$ cat src/rtl/server_rx_monitor.sv
// server_rx_monitor: parses fixed-length test frames from the ToR, checks them, and reports per-frame latency plus good/bad frame counters.
// Latency: the result pulse comes one cycle after the terminating tlast beat. A new frame may start on that same cycle.
// Backpressure: none. rx_axis_tready is low only while i_rst is high.
// Ports: i_clk; i_rst (synchronous, active-high); i_time_stamp (free-running local time);
//        rx_axis_* (AXI-Stream sink, tkeep ignored); o_pkt_valid/o_pkt_ok (result pulse and verdict);
//        o_src_tor/o_src_server/o_latency (fields of the last frame, held between results);
//        o_pkt_cnt/o_err_cnt (saturating counters);
//        o_max_latency (present only when SERVER_RX_LAT_MAX_EN is defined).
module server_rx_monitor #(
    parameter logic [47:0] P_MY_PORT_MAC = 48'h8D_BC_5C_4A_00_01,
    parameter int          P_PKT_LEN     = 128
) (
    input  logic        i_clk,
    input  logic        i_rst,
    input  logic [63:0] i_time_stamp,
    input  logic        rx_axis_tvalid,
    input  logic [63:0] rx_axis_tdata,
    input  logic        rx_axis_tlast,
    input  logic [7:0]  rx_axis_tkeep,
    input  logic        rx_axis_tuser,
    output logic        rx_axis_tready,
    output logic        o_pkt_valid,
    output logic        o_pkt_ok,
    output logic [2:0]  o_src_tor,
    output logic [2:0]  o_src_server,
    output logic [31:0] o_latency,
    output logic [31:0] o_pkt_cnt,
    output logic [15:0] o_err_cnt
`ifdef SERVER_RX_LAT_MAX_EN
    ,
    output logic [31:0] o_max_latency
`endif
);
    typedef enum logic [1:0] {S_HEAD0, S_HEAD1, S_PAYLOAD, S_DROP} state_t;

    localparam logic [15:0] LAST_IDX = 16'(P_PKT_LEN - 1);
    localparam logic [15:0] ETH_IPV4 = 16'h0800;

    state_t      state;
    logic [15:0] beat_cnt;
    logic        dst_ok_r;
    logic        type_ok_r;
    logic        long_r;
    logic [15:0] src_hi_r;
    logic [31:0] src_lo_r;
    logic [31:0] lat_r;

    logic        accept;
    logic        short_hit;
    logic        ok_nxt;
    logic        dst_ok_nxt;
    logic        type_ok_nxt;
    logic [31:0] src_lo_nxt;
    logic [31:0] lat_nxt;
    logic        unused_bits;

    // The upper source-MAC half is latched with the header but not reported.
    assign unused_bits = ^{rx_axis_tkeep, i_time_stamp[63:32], src_hi_r};

    assign rx_axis_tready = ~i_rst;
    assign accept         = rx_axis_tvalid & rx_axis_tready;

    // Field values as they stand after the current beat.
    // A frame ending on the very beat that carries a field still reports that beat's value.
    always_comb begin
        dst_ok_nxt  = dst_ok_r;
        type_ok_nxt = type_ok_r;
        src_lo_nxt  = src_lo_r;
        lat_nxt     = lat_r;
        if (accept) begin
            case (state)
                S_HEAD0:   dst_ok_nxt = (rx_axis_tdata[63:16] == P_MY_PORT_MAC);
                S_HEAD1: begin
                    src_lo_nxt  = rx_axis_tdata[63:32];
                    type_ok_nxt = (rx_axis_tdata[31:16] == ETH_IPV4);
                end
                // Only the low 32 bits of the difference are kept, so a 32-bit subtract is enough.
                S_PAYLOAD: if (beat_cnt == 16'd2) lat_nxt = i_time_stamp[31:0] - rx_axis_tdata[31:0];
                default:   ;
            endcase
        end
        // An oversized frame already carries long_r in S_DROP, so its tlast is not also counted as short.
        short_hit = accept & rx_axis_tlast & (state != S_DROP) & (beat_cnt < LAST_IDX);
        ok_nxt    = dst_ok_nxt & type_ok_nxt & ~short_hit & ~long_r & ~rx_axis_tuser;
    end

    always_ff @(posedge i_clk) begin
        if (i_rst) begin
            state        <= S_HEAD0;
            beat_cnt     <= '0;
            dst_ok_r     <= 1'b0;
            type_ok_r    <= 1'b0;
            long_r       <= 1'b0;
            src_hi_r     <= '0;
            src_lo_r     <= '0;
            lat_r        <= '0;
            o_pkt_valid  <= 1'b0;
            o_pkt_ok     <= 1'b0;
            o_src_tor    <= '0;
            o_src_server <= '0;
            o_latency    <= '0;
            o_pkt_cnt    <= '0;
            o_err_cnt    <= '0;
`ifdef SERVER_RX_LAT_MAX_EN
            o_max_latency <= '0;
`endif
        end else begin
            o_pkt_valid <= 1'b0;
            dst_ok_r    <= dst_ok_nxt;
            type_ok_r   <= type_ok_nxt;
            src_lo_r    <= src_lo_nxt;
            lat_r       <= lat_nxt;
            if (accept && state == S_HEAD0) src_hi_r <= rx_axis_tdata[15:0];

            if (accept) begin
                if (rx_axis_tlast) begin
                    // Terminating beat: publish the result and rearm for a frame on the next cycle.
                    state        <= S_HEAD0;
                    beat_cnt     <= '0;
                    long_r       <= 1'b0;
                    o_pkt_valid  <= 1'b1;
                    o_pkt_ok     <= ok_nxt;
                    o_src_tor    <= src_lo_nxt[10:8];
                    o_src_server <= src_lo_nxt[2:0];
                    o_latency    <= lat_nxt;
                    if (ok_nxt) begin
                        if (o_pkt_cnt != '1) o_pkt_cnt <= o_pkt_cnt + 32'd1;
`ifdef SERVER_RX_LAT_MAX_EN
                        if (lat_nxt > o_max_latency) o_max_latency <= lat_nxt;
`endif
                    end else if (o_err_cnt != '1) begin
                        o_err_cnt <= o_err_cnt + 16'd1;
                    end
                end else begin
                    if (beat_cnt != '1) beat_cnt <= beat_cnt + 16'd1;
                    if (state != S_DROP && beat_cnt == LAST_IDX) begin
                        // Expected last beat came without tlast: swallow the rest of the frame.
                        state  <= S_DROP;
                        long_r <= 1'b1;
                    end else begin
                        case (state)
                            S_HEAD0: state <= S_HEAD1;
                            S_HEAD1: state <= S_PAYLOAD;
                            default: ;
                        endcase
                    end
                end
            end
        end
    end
endmodule
$ cat config.mk
export PLATFORM = sky130hd
export DESIGN_NAME = server_rx_monitor
export DESIGN_NICKNAME = d
export VERILOG_FILES = /design/src/rtl/server_rx_monitor.sv
export SDC_FILE = /design/constraint.sdc
export NUM_CORES = 1
export LEC_CHECK = 0
export BUFFER_PORTS_ARGS = -buffer_cell sky130_fd_sc_hd__buf_2
export CAP_MARGIN = 40
export CORE_UTILIZATION = 25
export DETAILED_ROUTE_END_ITERATION = 8
export GPL_TIMING_DRIVEN = 0
export PLACE_DENSITY = 0.53
export SLEW_MARGIN = 40
export SYNTH_ARGS = -nofsm -noshare
export SYNTH_HDL_FRONTEND = slang
export SYNTH_SLANG_ARGS = --single-unit
$ cat constraint.sdc
create_clock -name i_clk -period 6.4 [get_ports i_clk]
set_clock_uncertainty 0.2 [all_clocks]
set_input_delay 0.64 -clock i_clk [delete_from_list [all_inputs] [get_ports i_clk]]
set_output_delay 0.64 -clock i_clk [all_outputs]
set_load 0.03 [all_outputs]
==> flow_summary.ini <==
[worst_setup_path]
reg2reg_from = o_pkt_cnt[3]
r2r_end = o_pkt_cnt[31]
endpoint = o_latency[20]
critPathArrivalTime_ns = 3.61
reg2reg_depth = 9
worstPathRequired_ns = 6.57
rrSetupSlack_ns = 3.29
cp_max_fo = 5
crit_path_end_kind = register
timing_worst_setup_path_type = input pin to register
cp-start-kind = input pin
critPathLaunch = i_time_stamp[0]

[clock_network]
clkLatencyLatePin_ns = 0.44
cts_tree = built
cts-resized-gates = 0
post_cts_buffers = 0
cts_hold_buf = 0
clockRootBuffer = clkbuf_16
path_clk_slew_ns = 0.08
cts_htree_levels = 4
cts_buffer_depth = 2
cts.sink_count = 147
cts_buffers = 17

[grt]
first_global_vias = 7736
antenna_found_initial = 2
overflow = 0
grt_max_degree = 19
grt.total_usage_pct = 15.9
grt_pass1_wl_um = 41800

[timing]
hold_violations = 0
finalSetupViolCount = 0
fin_tns_setup_ns = 0
fin_crit_ns = 3.43
tightest_slew_ns = 0.788
rsz0062_at_grt = false
drv_slew = 0
fmax_mhz = 291
slew_headroom_pct = 47.3
hold_ws_ns = 0.243
min_period_over_period_pct = 53.7

[floorplanning]
die_w_um = 184
core_um2 = 32500
ios = 230
die_y_um = 184
placementRows = 66
die_area_um2 = 33900
initial_utilization_pct = 25.5

[drt]
vias_per_cell = 4.85
dr.pass1.iters = 6
via_count = 8114
routed_wl_um = 26600
ant_nets = 0
wl_per_cell_um = 15.9
drtIter0Drc = 513
drc = 0

[run]
cap_violations = 0

[power_and_ir_drop]
power.density_nw_per_um2 = 221
finalPower_mw = 2.30
leakage_nw = 4.35
irDropWorstVdd_uv = 139

[synth]
synth_warnings = 0
yosys.area_share.simple_pct = 26.3
synthAdderAreaFrac_pct = 5.53
synth_area_um2 = 8280
netlist_instances = 1008
async_flop_share_pct = 0
ys_seq_area_share_pct = 35.5
synth_seq_cells = 147
synth_area_per_cell_um2 = 8.22
synth_compound_area_share_pct = 18.3
synth-edff-count = 0
muxShareOfSynthArea_pct = 1.34
synthesis.nets = 1185
synth_xor_area_share_pct = 7.51
synth_top_family_by_area = simple AND/OR/NAND/NOR gates
synthFlopType = dfxtp_1
yosys.cell_types.count = 81

[outcome]
status = finished clean

[cells_and_area]
syn_to_final_growth_pct = 25.5
fin_area_um2 = 10400
drive_above_1_share_pct = 22.1
nFillCells = 3578
fin_util_pct = 31.9
final_nets = 1393

[worst_hold_path]
hp-class = register to register
hold_start = o_pkt_ok

[placement]
postPlaceCellArea_um2 = 9780
gp_congestion = 0.840
portBuffers = 189
dp_hpwl_um = 20500
Yosys cell counts (4+ instances only):
cell,n,area (um^2)
dfxtp_1,147,2940
nor2_1,120,450
nand2_1,97,364
a21oi_1,69,345
inv_1,53,199
nand3_1,44,220
o21ai_0,44,220
xnor2_1,42,368
ha_1,35,438
clkbuf_1,30,113
xor2_1,29,254
nor3_1,26,130
nand4_1,22,138
o22a_1,16,140
and3_1,14,87.6
or3_1,14,87.6
a211oi_1,13,97.6
a21o_1,11,82.6
a31oi_1,10,62.6
mux2i_1,10,100
nor4_2,10,125
and4_1,9,78.8
nor4_1,9,56.3
nor2b_1,8,50.1
nand2b_1,7,43.8
o21a_1,7,52.6
buf_2,6,30.0
o2111ai_1,6,52.6
a21boi_0,5,37.5
clkbuf_8,5,68.8
o22ai_1,5,31.3
o31ai_1,5,37.5
and2_1,4,25.0
nor4b_1,4,35.0
layout make-up:
class                           instances  area [um^2]  share of cell area, %
Clock buffer                           17          425                   4.09
Sequential cell                       147         2940                   28.3
Clock inverter                         15          184                   1.77
Multi-Input combinational cell        762         4880                   47.0
Antenna cell                            1         2.50                 0.0241
Buffer                                 46          260                   2.50
Timing Repair Buffer                  189          946                   9.10
Inverter                               53          199                   1.91
Tap cell                              442          553                   5.32
state kept, by name, summed over array words and instances (netlist names):
signal	flops
state	2
type_ok_r	1
o_err_cnt	16
o_src_tor	3
o_pkt_ok	1
lat_r	32
long_r	1
src_lo_r	6
o_pkt_cnt	32
dst_ok_r	1
beat_cnt	16
o_src_server	3
o_latency	32
o_pkt_valid	1
critical path, cell delays in order:
cell and delay (ns):
buf_2 0.07, inv_1 0.03, ha_1 0.22, fa_1 0.40, nand2b_1 0.21, a21oi_1 0.28, o21ai_2 0.14, a2111oi_1 0.64
nor3_1 0.19, or4_1 0.43, and3_4 0.20, a211oi_2 0.15
kinds of logic after synthesis:
kind of cell             count (synthesis)
flip-flops                             147
AO/OA/AOI/OAI                          228
adder cells (fa/ha/maj)                 36
multiplexers                            11
AND/OR/NAND/NOR                        416
buffers and inverters                   99
XOR/XNOR                                71
metrics by stage:
stage,worst slack (ns),std cells
floorplan,3.10,1008
global placement,2.56,1639
detailed placement,2.53,1639
CTS,2.99,1671
global route,2.81,1672
finish,2.97,1672
report_power, final:
group	internal, mW	switching, mW
Combinational	0.129	0.210
Clock	0.531	0.497
Sequential	0.927	0.00748
Total	1.59	0.715
layout by cell type (no fill, tap or decap), types with 9 or more instances in the layout:
| cell type | instances |
|---|---|
| clkbuf_16 | 17 |
| clkbuf_1 | 30 |
| a21oi_1 | 69 |
| mux2i_1 | 10 |
| nor2_1 | 120 |
| a31oi_1 | 10 |
| nand3_1 | 44 |
| nor3_1 | 26 |
| nand4_1 | 22 |
| ha_1 | 35 |
| or3_1 | 14 |
| nor4_2 | 10 |
| and3_1 | 14 |
| buf_2 | 195 |
| a21o_1 | 11 |
| nand2_1 | 97 |
| o21ai_0 | 44 |
| inv_1 | 53 |
| xor2_1 | 29 |
| and4_1 | 9 |
| o22a_1 | 16 |
| nor4_1 | 9 |
| a211oi_1 | 13 |
| dfxtp_1 | 147 |
| xnor2_1 | 42 |
metal layers:
| metal | wire [um] | vias to the layer above | GRT usage [%] |
|---|---|---|---|
| met3 | 1120 | 23 | 2.89 |
| met5 | 0 | - | 0 |
| met2 | 12900 | 173 | 27.0 |
| met4 | 294 | 0 | 4.50 |
| met1 | 12300 | 3895 | 20.3 |
| li1 | - | 4023 | - |
how the worst min path moves through the flow:
stage	depth (start not counted)	slack [ns]	endpoint
final	2	0.24	o_pkt_ok
after global routing	3	0.26	src_lo_r[9]
after CTS	3	0.25	src_lo_r[1]
after detailed placement	2	0.23	o_pkt_ok
after global placement	2	0.23	o_pkt_ok
after floorplan	2	0.24	lat_r[10]
Note: power is estimated with default switching activity, not from simulation.
